--- src/rtl/calc_pkg.sv ---
// Shared types and constants for the sequential binary-to-BCD converter.
package calc_pkg;

  typedef enum logic [1:0] {
    IDLE   = 2'd0,
    SHIFT  = 2'd1,
    FINISH = 2'd2
  } state_t;

  localparam int unsigned DIGIT_W  = 4;
  localparam int unsigned ADD3_MIN = 5;
  localparam int unsigned ADD3_VAL = 3;

endpackage

--- src/rtl/bcd_add3.sv ---
// Double-dabble digit correction: add 3 to any digit of 5 or more before it doubles.
module bcd_add3
  import calc_pkg::*;
(
  input  logic [DIGIT_W-1:0] digit,
  output logic [DIGIT_W-1:0] adjusted
);

  assign adjusted = (digit >= DIGIT_W'(ADD3_MIN)) ? digit + DIGIT_W'(ADD3_VAL) : digit;

endmodule

--- src/rtl/bin2bcd_seq.sv ---
// Sequential double-dabble converter: one bit per clock, three BCD digits out.
module bin2bcd_seq
  import calc_pkg::*;
#(
  parameter int unsigned W = 8
) (
  input  logic                clk,
  input  logic                rst,
  input  logic                start,
  input  logic [W-1:0]        bin,
  output logic                busy,
  output logic                done,
  output logic [DIGIT_W-1:0]  hundreds,
  output logic [DIGIT_W-1:0]  tens,
  output logic [DIGIT_W-1:0]  ones
);

  localparam int unsigned CNT_W = $clog2(W + 1);

  state_t               state;
  logic [CNT_W-1:0]     cnt;
  logic [W-1:0]         sr;
  logic [DIGIT_W-1:0]   s_h, s_t, s_o;
  logic [DIGIT_W-1:0]   a_h, a_t, a_o;

  bcd_add3 u_add3_h (.digit(s_h), .adjusted(a_h));
  bcd_add3 u_add3_t (.digit(s_t), .adjusted(a_t));
  bcd_add3 u_add3_o (.digit(s_o), .adjusted(a_o));

  // Scratch digits stay private; the visible digits update only when a conversion finishes.
  always_ff @(posedge clk or posedge rst) begin
    if (rst) begin
      state    <= IDLE;
      cnt      <= '0;
      sr       <= '0;
      s_h      <= '0;
      s_t      <= '0;
      s_o      <= '0;
      busy     <= 1'b0;
      done     <= 1'b0;
      hundreds <= '0;
      tens     <= '0;
      ones     <= '0;
    end else begin
      case (state)
        IDLE: begin
          done <= 1'b0;
          if (start) begin
            sr    <= bin;
            s_h   <= '0;
            s_t   <= '0;
            s_o   <= '0;
            cnt   <= CNT_W'(W);
            busy  <= 1'b1;
            state <= SHIFT;
          end
        end
        SHIFT: begin
          // The hundreds carry-out is dropped; legal widths never exceed 999.
          {s_h, s_t, s_o, sr} <= {a_h[DIGIT_W-2:0], a_t, a_o, sr, 1'b0};
          cnt <= cnt - CNT_W'(1);
          if (cnt == CNT_W'(1)) state <= FINISH;
        end
        FINISH: begin
          hundreds <= s_h;
          tens     <= s_t;
          ones     <= s_o;
          done     <= 1'b1;
          busy     <= 1'b0;
          state    <= IDLE;
        end
        default: state <= IDLE;
      endcase
    end
  end

endmodule

--- config.mk ---
export PLATFORM = sky130hd
export DESIGN_NAME = bin2bcd_seq
export DESIGN_NICKNAME = d
export VERILOG_FILES = /design/src/rtl/calc_pkg.sv /design/src/rtl/bcd_add3.sv /design/src/rtl/bin2bcd_seq.sv
export SDC_FILE = /design/constraint.sdc
export NUM_CORES = 1
export LEC_CHECK = 0
export CORE_UTILIZATION = 25
export CTS_CLUSTER_DIAMETER = 50
export DETAILED_ROUTE_END_ITERATION = 10
export GPL_ROUTABILITY_DRIVEN = 1
export GPL_TIMING_DRIVEN = 0
export PLACE_DENSITY = 0.47
export SLEW_MARGIN = 10
export SYNTH_ARGS = -nofsm -noshare
export SYNTH_HDL_FRONTEND = slang
export SYNTH_HIERARCHICAL = 1
export SYNTH_SLANG_ARGS = --single-unit
--- constraint.sdc ---
create_clock -name clk -period 1.79 [get_ports clk]
set_input_delay 0.2685 -clock clk [delete_from_list [all_inputs] [get_ports clk]]
set_output_delay 0.2685 -clock clk [all_outputs]
set_load 0.005 [all_outputs]
=== After elaboration in Yosys (flattened, before gate mapping) ===
Index checks and enable logic that the tools add are counted.

* Register bits: 40
* Bits in latches: 0
* Bits in writable memories: 0
* Memory bits (read-only): 0
* Input port bits: 11
* Output and inout port bits: 14
* Logic and storage cells: 46
* Memories: 0

* $add $sub $neg: 4
* Multiply operators: 0
* Divide/modulo/power cells: 0
* Magnitude comparators: 3
* Eq/ne operators: 5
* Shifts and indexed selects: 0
* Multiplexer cells: 17
* Bitwise logic cells: 0
* Reductions and logical operators: 6

{| class="wikitable"
|+ Operators with widths
! kind !! number
|-
| $pmux W4 S2 || 4
|-
| $mux W4 || 4
|-
| $pmux W8 S2 || 1
|-
| $ge A4 B3 Y1 const B || 3
|-
| $add A4 B2 Y4 const B || 2
|-
| $mux W8 || 1
|-
| $reduce_and A2 Y1 || 3
|-
| $eq A4 B1 Y1 const B || 1
|-
| $mux W2 || 2
|-
| $ne A2 B2 Y1 const B || 2
|-
| $pmux W1 S2 || 2
|-
| $pmux W2 S2 || 1
|-
| $reduce_bool A2 Y1 || 2
|-
| $sub A4 B1 Y4 const B || 1
|-
| $add A3 B2 Y3 const B || 1
|-
| $mux W3 || 1
|-
| $eq A2 B1 Y1 const B || 1
|-
| $eq A2 B2 Y1 const B || 1
|-
| $logic_not A2 Y1 || 1
|-
| $mux W1 || 1
|}

=== Longest topological paths before layout ===
Gate-level depths: netlist of run 1.

* Depth after elaboration: 3
* Depth in mapped cells: 6
* Gate-level depth less buffers: 6

=== Cells and area by module ===
Netlist of run 1, hierarchy kept.

{| class="wikitable"
|+ Modules (own cells, without submodules)
! module !! times used !! cells each !! area each (sq um) !! sequential area each (sq um)
|-
| bin2bcd_seq || 1 || 132 || 1671.6 || 1001.0
|-
| bcd_add3 || 3 || 16 || 101.3 || 0.0
|}

=== Worst setup path before layout of run 1 ===
OpenSTA, ideal clock, no wires.

* Path kind: reg2reg
* Start point: register s_o[0]
* End point: register s_o[2]
* Library setup time: 0.121 ns
* Data arrival time: 1.212 ns
* Required time: 1.669 ns
* Slack: 0.457 ns
* Cell stages (with the launch flop): 6
* Path buffers: 0
* Period minus slack after synthesis: 1.333 ns
* Cells stage by stage: dfrtp_1 -> ha_1 -> nand2b_1 -> a21oi_2 -> mux2i_1 -> a22o_1

* Longest elaborated chain between the ends: 3
* Elaborated cells on any way between the ends: 4
* Those cells by class: add/sub: 1; order compare: 1; mux: 2

{| class="wikitable"
|+ RTL lines
! what !! RTL line !! RTL
|-
| start: declaration || bin2bcd_seq.sv:23 || <nowiki>logic [DIGIT_W-1:0] s_h, s_t, s_o;</nowiki>
|-
| start signal: assignment || bin2bcd_seq.sv:60 || <nowiki>{s_h, s_t, s_o, sr} <= {a_h[DIGIT_W-2:0], a_t, a_o, sr, 1'b0};</nowiki>
|-
| $add A4 B2 Y4 / $ge A4 B3 Y1 (equally long branches) || bcd_add3.sv:9 || <nowiki>assign adjusted = (digit >= DIGIT_W'(ADD3_MIN)) ? digit + DIGIT_W'(ADD3_VAL) : digit;</nowiki>
|-
| $mux W4 * || bcd_add3.sv:9 ||
|-
| net a_o[1] || bin2bcd_seq.sv:24 || <nowiki>logic [DIGIT_W-1:0] a_h, a_t, a_o;</nowiki>
|-
| $pmux W4 S2 * || bin2bcd_seq.sv:45 || <nowiki>case (state)</nowiki>
|}

Mark *: on every way through the listed nets, which the timed path passes. The rest lies on a longest branch.
A chain may end at the register's enable or synchronous reset.

=== Worst setup path in the final report of run 1 ===
* Start point: register s_t[0]
* End point: register s_t[2]

* Longest elaborated chain between the ends: 3
* Elaborated cells on any way between the ends: 4
* Those cells by class: add/sub: 1; order compare: 1; mux: 2

{| class="wikitable"
|+ RTL lines
! what !! RTL line
|-
| start: declaration || bin2bcd_seq.sv:23
|-
| start signal: assignment || bin2bcd_seq.sv:60
|-
| $add A4 B2 Y4 / $ge A4 B3 Y1 (equally long branches) || bcd_add3.sv:9
|-
| $mux W4 * || bcd_add3.sv:9
|-
| net a_t[1] || bin2bcd_seq.sv:24
|-
| $pmux W4 S2 * || bin2bcd_seq.sv:45
|}

Marked as above.

==> results of run 1 <==
==> layout by cell type (no fill, tap or decap), types with 2 or more instances in the layout <==
cell / count
nand2_1: 22
dfrtp_1: 40
clkbuf_1: 2
buf_2: 7
o21ai_1: 8
nor2b_1: 3
clkbuf_8: 6
a21oi_1: 6
o21ai_0: 6
clkdlybuf4s50_1: 23
a21oi_2: 3
nand2b_1: 6
mux2_1: 4
a22o_1: 13
mux2_4: 8
ha_1: 8
mux2i_1: 3
and3b_1: 6
inv_1: 9
xnor2_1: 3
nor2_1: 7
==> where the power goes <==
part	internal (W)	switching, W
sequential	0.00130	0.000338
combinational	0.00102	0.000775
clock	0.000314	0.000320
total	0.00263	0.00143
==> final cells by class <==
class | count | area, um^2
tap | 99 | 124
inverter | 10 | 37.5
fill | 775 | 4980
clock buffer | 7 | 86.3
buffer | 9 | 50.0
sequential | 40 | 1000
multi-input combinational | 117 | 867
timing repair buffer | 24 | 250
clock inverter | 1 | 7.51
==> critical path: stages, from the launching register on <==
cell and delay (ns):
dfrtp_1 0.45, inv_1 0.09, ha_1 0.20, nand2b_1 0.10
a21oi_2 0.21, mux2i_1 0.22, a22o_1 0.14
==> metal layers <==
layer | up-vias | share of wire (%) | global-route usage, %
met5 | - | 0 | 0
met4 | 0 | 0.51 | 2.82
li1 | 666 | - | -
met2 | 31 | 46 | 16.3
met1 | 656 | 50 | 14.0
met3 | 3 | 4.1 | 2.53
==> worst max-delay path by stage <==
stage / to / slack, ns / depth (start not counted)
final: s_t[2] / 0.32 / 6
after floorplan: s_o[2] / 0.46 / 5
after CTS: s_t[2] / 0.30 / 6
after global placement: hundreds[0] / -0.38 / 2
after detailed placement: s_t[2] / 0.33 / 5
after global routing: s_t[2] / 0.20 / 6
==> state kept, by name, summed over array words and instances, names as in the netlist <==
signal / count
busy: 1
cnt: 4
done: 1
hundreds: 4
ones: 4
s_h: 4
s_o: 4
s_t: 4
sr: 8
state: 2
tens: 4
==> per-stage QoR <==
step,hold WS [ns],util [%],power (W)
2_1_floorplan,0.451,-,0.00287
3_3_place_gp,0.469,31.2,0.00345
3_5_place_dp,0.475,31.4,0.00348
4_1_cts,0.250,32.7,0.00414
5_1_grt,0.268,32.7,0.00445
6_report,0.246,32.7,0.00406
==> impl_metrics.env, run 1 <==
export IMPL_ant_nets=0
export IMPL_cts_buffers=5
export IMPL_grt_pass1_wl_mm=6.78
export IMPL_die_h_um=90.4
export IMPL_dp_hpwl_mm=2.64
export IMPL_placed_cells=299
export IMPL_required_ns=2.03
export IMPL_drc=0
export IMPL_post_cts_setup_buffers=0
export IMPL_antenna_found_initial=0
export IMPL_routed_wirelength_mm=3.76
export IMPL_status="finished clean"
export IMPL_reg2reg_to="s_t[2]"
export IMPL_powerDensity_nw_per_um2=1680
export IMPL_worst_r2r_path_depth=6
export IMPL_slew_headroom_pct=71.3
export IMPL_dr_pass1_iters=4
export IMPL_irDropWorstVdd_mv=0.539
export IMPL_r2r_start="s_t[0]"
export IMPL_hold_viol=0
export IMPL_slew_violations=0
export IMPL_max_cap_viol_count=0
export IMPL_layout_nets=226
export IMPL_hold_class="in -> async"
export IMPL_cts_sinks=40
export IMPL_drt_iter0_markers=35
export IMPL_rows=31
export IMPL_critical_path_max_fanout=6
export IMPL_clk_pin_slew_ns=0.08
export IMPL_dieArea_um2=8180
export IMPL_num_io_pins=25
export IMPL_ff2ff_setup_slack_ns=0.32
export IMPL_critPathLaunch="s_t[0]"
export IMPL_clockBufferDepth=2
export IMPL_cts_resized=0
export IMPL_postCtsHoldBufs=0
export IMPL_layout_drive_gt1_share_pct=14.4
export IMPL_gp_congestion=0.739
export IMPL_worst_setup_path_start_kind="flop"
export IMPL_fin_cells=307
export IMPL_ys_warn_count=6
export IMPL_power_leakage_nw=1.15
export IMPL_avgSynthCellArea_um2=11.1
export IMPL_grt_max_degree=28
export IMPL_routedWlPerCell_um=12.2
export IMPL_layout_setup_ws_ns=0.325
export IMPL_design_area_um2=2420
export IMPL_setup_tns_final_ns=0
export IMPL_die_x_um=90.4
export IMPL_dpl_cell_area_um2=2330
export IMPL_max_freq_ghz=0.682
export IMPL_syn_nets=195
export IMPL_worstPathArrival_ns=1.70
export IMPL_areaGrowthSynthToFinish_pct=23.9
export IMPL_worstMarginPinSlew_ns=0.430
export IMPL_fin_crit_ns=1.47
export IMPL_synthCells=176
export IMPL_io_buffers=23
export IMPL_grt_usage_pct=10.3
export IMPL_h_tree_depth=2
export IMPL_cts_root_buffer="clkbuf_8"
export IMPL_dpl_worst_slack_ns=0.335
export IMPL_cts_tree="done"
export IMPL_critical_path_class="reg -> reg"
export IMPL_synth_area_um2=1960
export IMPL_post_route_period_util_pct=81.9
export IMPL_clk_latency_ns=0.29
export IMPL_setup_viol=0
export IMPL_grt_overflow=0
export IMPL_grt_pass1_vias=1391
export IMPL_clock_skew_ns=0.00713
export IMPL_end_kind="flop"
export IMPL_start_util_pct=26.4
export IMPL_vias=1356
export IMPL_core_um2=7410
export IMPL_rsz0062_at_grt="false"
export IMPL_n_antenna_cell=0
export IMPL_viasPerCell=4.42
Power figures use the tool's default switching activity.
==> inputs of run 2 (changes only) <==
==> constraint.sdc (replaced) <==
create_clock -name clk -period 1.35 [get_ports clk]
set_input_delay 0.2025 -clock clk [delete_from_list [all_inputs] [get_ports clk]]
set_output_delay 0.2025 -clock clk [all_outputs]
set_load 0.005 [all_outputs]
==> run 2 against run 1 <==
Utilization grew 4.0 points. Clock skew is essentially flat. Hold slack lost 0.068 ns. Global-route usage grew 0.45 points. Total power grew 50%. Sequential power grew 34%. Combinational power grew 72%. Final area grew 12%. Critical endpoint unchanged. Largest cell class unchanged. Largest power group unchanged.
==> impl_metrics.env, run 2 (same netlist as run 1, synthesis figures left out) <==
export IMPL_design_area_um2=2720
export IMPL_rows=31
export IMPL_fillers=751
export IMPL_dr_pass1_iters=4
export IMPL_setup_viol=0
export IMPL_cts_buffers=5
export IMPL_drc=0
export IMPL_dieArea_um2=8180
export IMPL_viasPerCell=4.36
export IMPL_antenna_found_initial=0
export IMPL_dp_hpwl_mm=2.64
export IMPL_layout_drive_gt1_share_pct=30.4
export IMPL_required_ns=1.58
export IMPL_die_x_um=90.4
export IMPL_grt_pass1_wl_mm=7.10
export IMPL_cts_root_buffer="clkbuf_8"
export IMPL_io_buffers=23
export IMPL_post_route_period_util_pct=99.5
export IMPL_final_common_cell="dfrtp_1"
export IMPL_vias=1434
export IMPL_cts_sinks=40
export IMPL_multi_input_area_um2=975
export IMPL_ant_nets=0
export IMPL_worstPathArrival_ns=1.58
export IMPL_core_um2=7410
export IMPL_num_io_pins=25
export IMPL_postCtsHoldBufs=0
export IMPL_max_freq_ghz=0.745
export IMPL_slew_headroom_pct=70.1
export IMPL_final_core_util_pct=36.7
export IMPL_n_antenna_cell=0
export IMPL_rsz0062_at_grt="true"
export IMPL_slew_violations=0
export IMPL_fin_cells=329
export IMPL_dpl_cell_area_um2=2330
export IMPL_gp_congestion=0.739
export IMPL_final_cell_mix="36 x dfrtp_1, 23 x buf_4, 22 x nand2_1, 13 x a22o_1, 10 x o21ai_1"
export IMPL_grt_overflow=0
export IMPL_largest_reg_flops=8
export IMPL_grt_usage_pct=10.8
export IMPL_grt_max_degree=28
export IMPL_routed_wirelength_mm=4.13
export IMPL_irDropWorstVdd_mv=0.714
export IMPL_start_util_pct=26.4
export IMPL_critical_path_class="reg -> reg"
export IMPL_hold_class="in -> async"
export IMPL_h_tree_depth=2
export IMPL_clockBufferDepth=2
export IMPL_critical_path_max_fanout=4
export IMPL_status="finished clean"
export IMPL_cts_tree="done"
export IMPL_max_cap_viol_count=0
export IMPL_hold_viol=0
export IMPL_end_kind="flop"
export IMPL_clock_skew_ns=0.00680
export IMPL_worst_setup_path_start_kind="flop"
export IMPL_layout_nets=248
export IMPL_regMostFlops="sr"
export IMPL_placed_cells=299
export IMPL_regArea_um2=1010
export IMPL_grt_pass1_vias=1464
export IMPL_power_w=0.00610
export IMPL_fin_crit_ns=1.34
export IMPL_routedWlPerCell_um=12.6
export IMPL_drt_iter0_markers=31
export IMPL_power_leakage_nw=1.40
export IMPL_clk_pin_slew_ns=0.08
export IMPL_worstMarginPinSlew_ns=0.449
export IMPL_areaGrowthSynthToFinish_pct=39.1
export IMPL_powerDensity_nw_per_um2=2240
export IMPL_clk_latency_ns=0.29
export IMPL_die_h_um=90.4
[run 2: cell types whose count changed in the layout (fill, tap and decap cells not counted), sizes merged]
cell,change
buf,+21
clkbuf,+1
clkdlybuf4s50,-14
dlygate4sd2,+8
dlymetal6s2s,+6
[run 2: area by class of cell]
class	instances	share of cell area, %
sequential	40	37.0
multi-input combinational	117	35.8
timing repair buffer	46	15.5
tap	99	4.55
clock buffer	7	3.17
buffer	9	2.35
inverter	10	1.38
clock inverter	1	0.276
[run 2: path summary, 6_finish.rpt]
| check | start | to | slack (ns) | depth (start not counted) |
|---|---|---|---|---|
| min | rst | ones[0] | 0.18 | 2 |
| max reg2reg | s_t[0] | s_t[2] | 0.007 | 5 |
| min reg2reg | done | done | 0.48 | 1 |
| min in group clk | start | sr[0] | 0.38 | 4 |
| max in group asynchronous | rst | state[0] | 0.70 | 3 |
| max | s_t[0] | s_t[2] | 0.007 | 5 |
[run 2: metrics by stage]
step                      TNS, ns  hold WS (ns)  setup slack, ns
after floorplan                 0         0.399           0.0173
after global placement     -30.57         0.469           -0.757
after detailed placement   -0.408         0.475           -0.105
after CTS                       0         0.184         0.000456
after global routing       -0.155         0.202          -0.0513
final                           0         0.178          0.00731
[run 2: where the power goes]
group	internal [W]	switching, W
clock	0.000416	0.000423
combinational	0.00179	0.00128
sequential	0.00173	0.000453
total	0.00394	0.00216
[run 2: metal layers]
layer / track usage, % / wire length, um / vias up
li1: - / - / 707
met1: 14.4 / 2010 / 699
met2: 17.4 / 1980 / 25
met3: 2.53 / 130 / 3
met4: 2.82 / 17 / 0
met5: 0 / 0 / -
[run 2: repair_timing]
action | in CTS | in global routing
endpoints found under the setup margin | 27 | 24
setup buffers | 17 | 5
gates resized for setup | 23 | 24
pin swaps | 5 | 4
[run 2: worst max-delay path: stages (launching register included)]
cell,delay [ns]
dfrtp_2,0.44
ha_2,0.18
nand2b_4,0.15
a21oi_4,0.15
mux2i_1,0.22
a22o_1,0.14
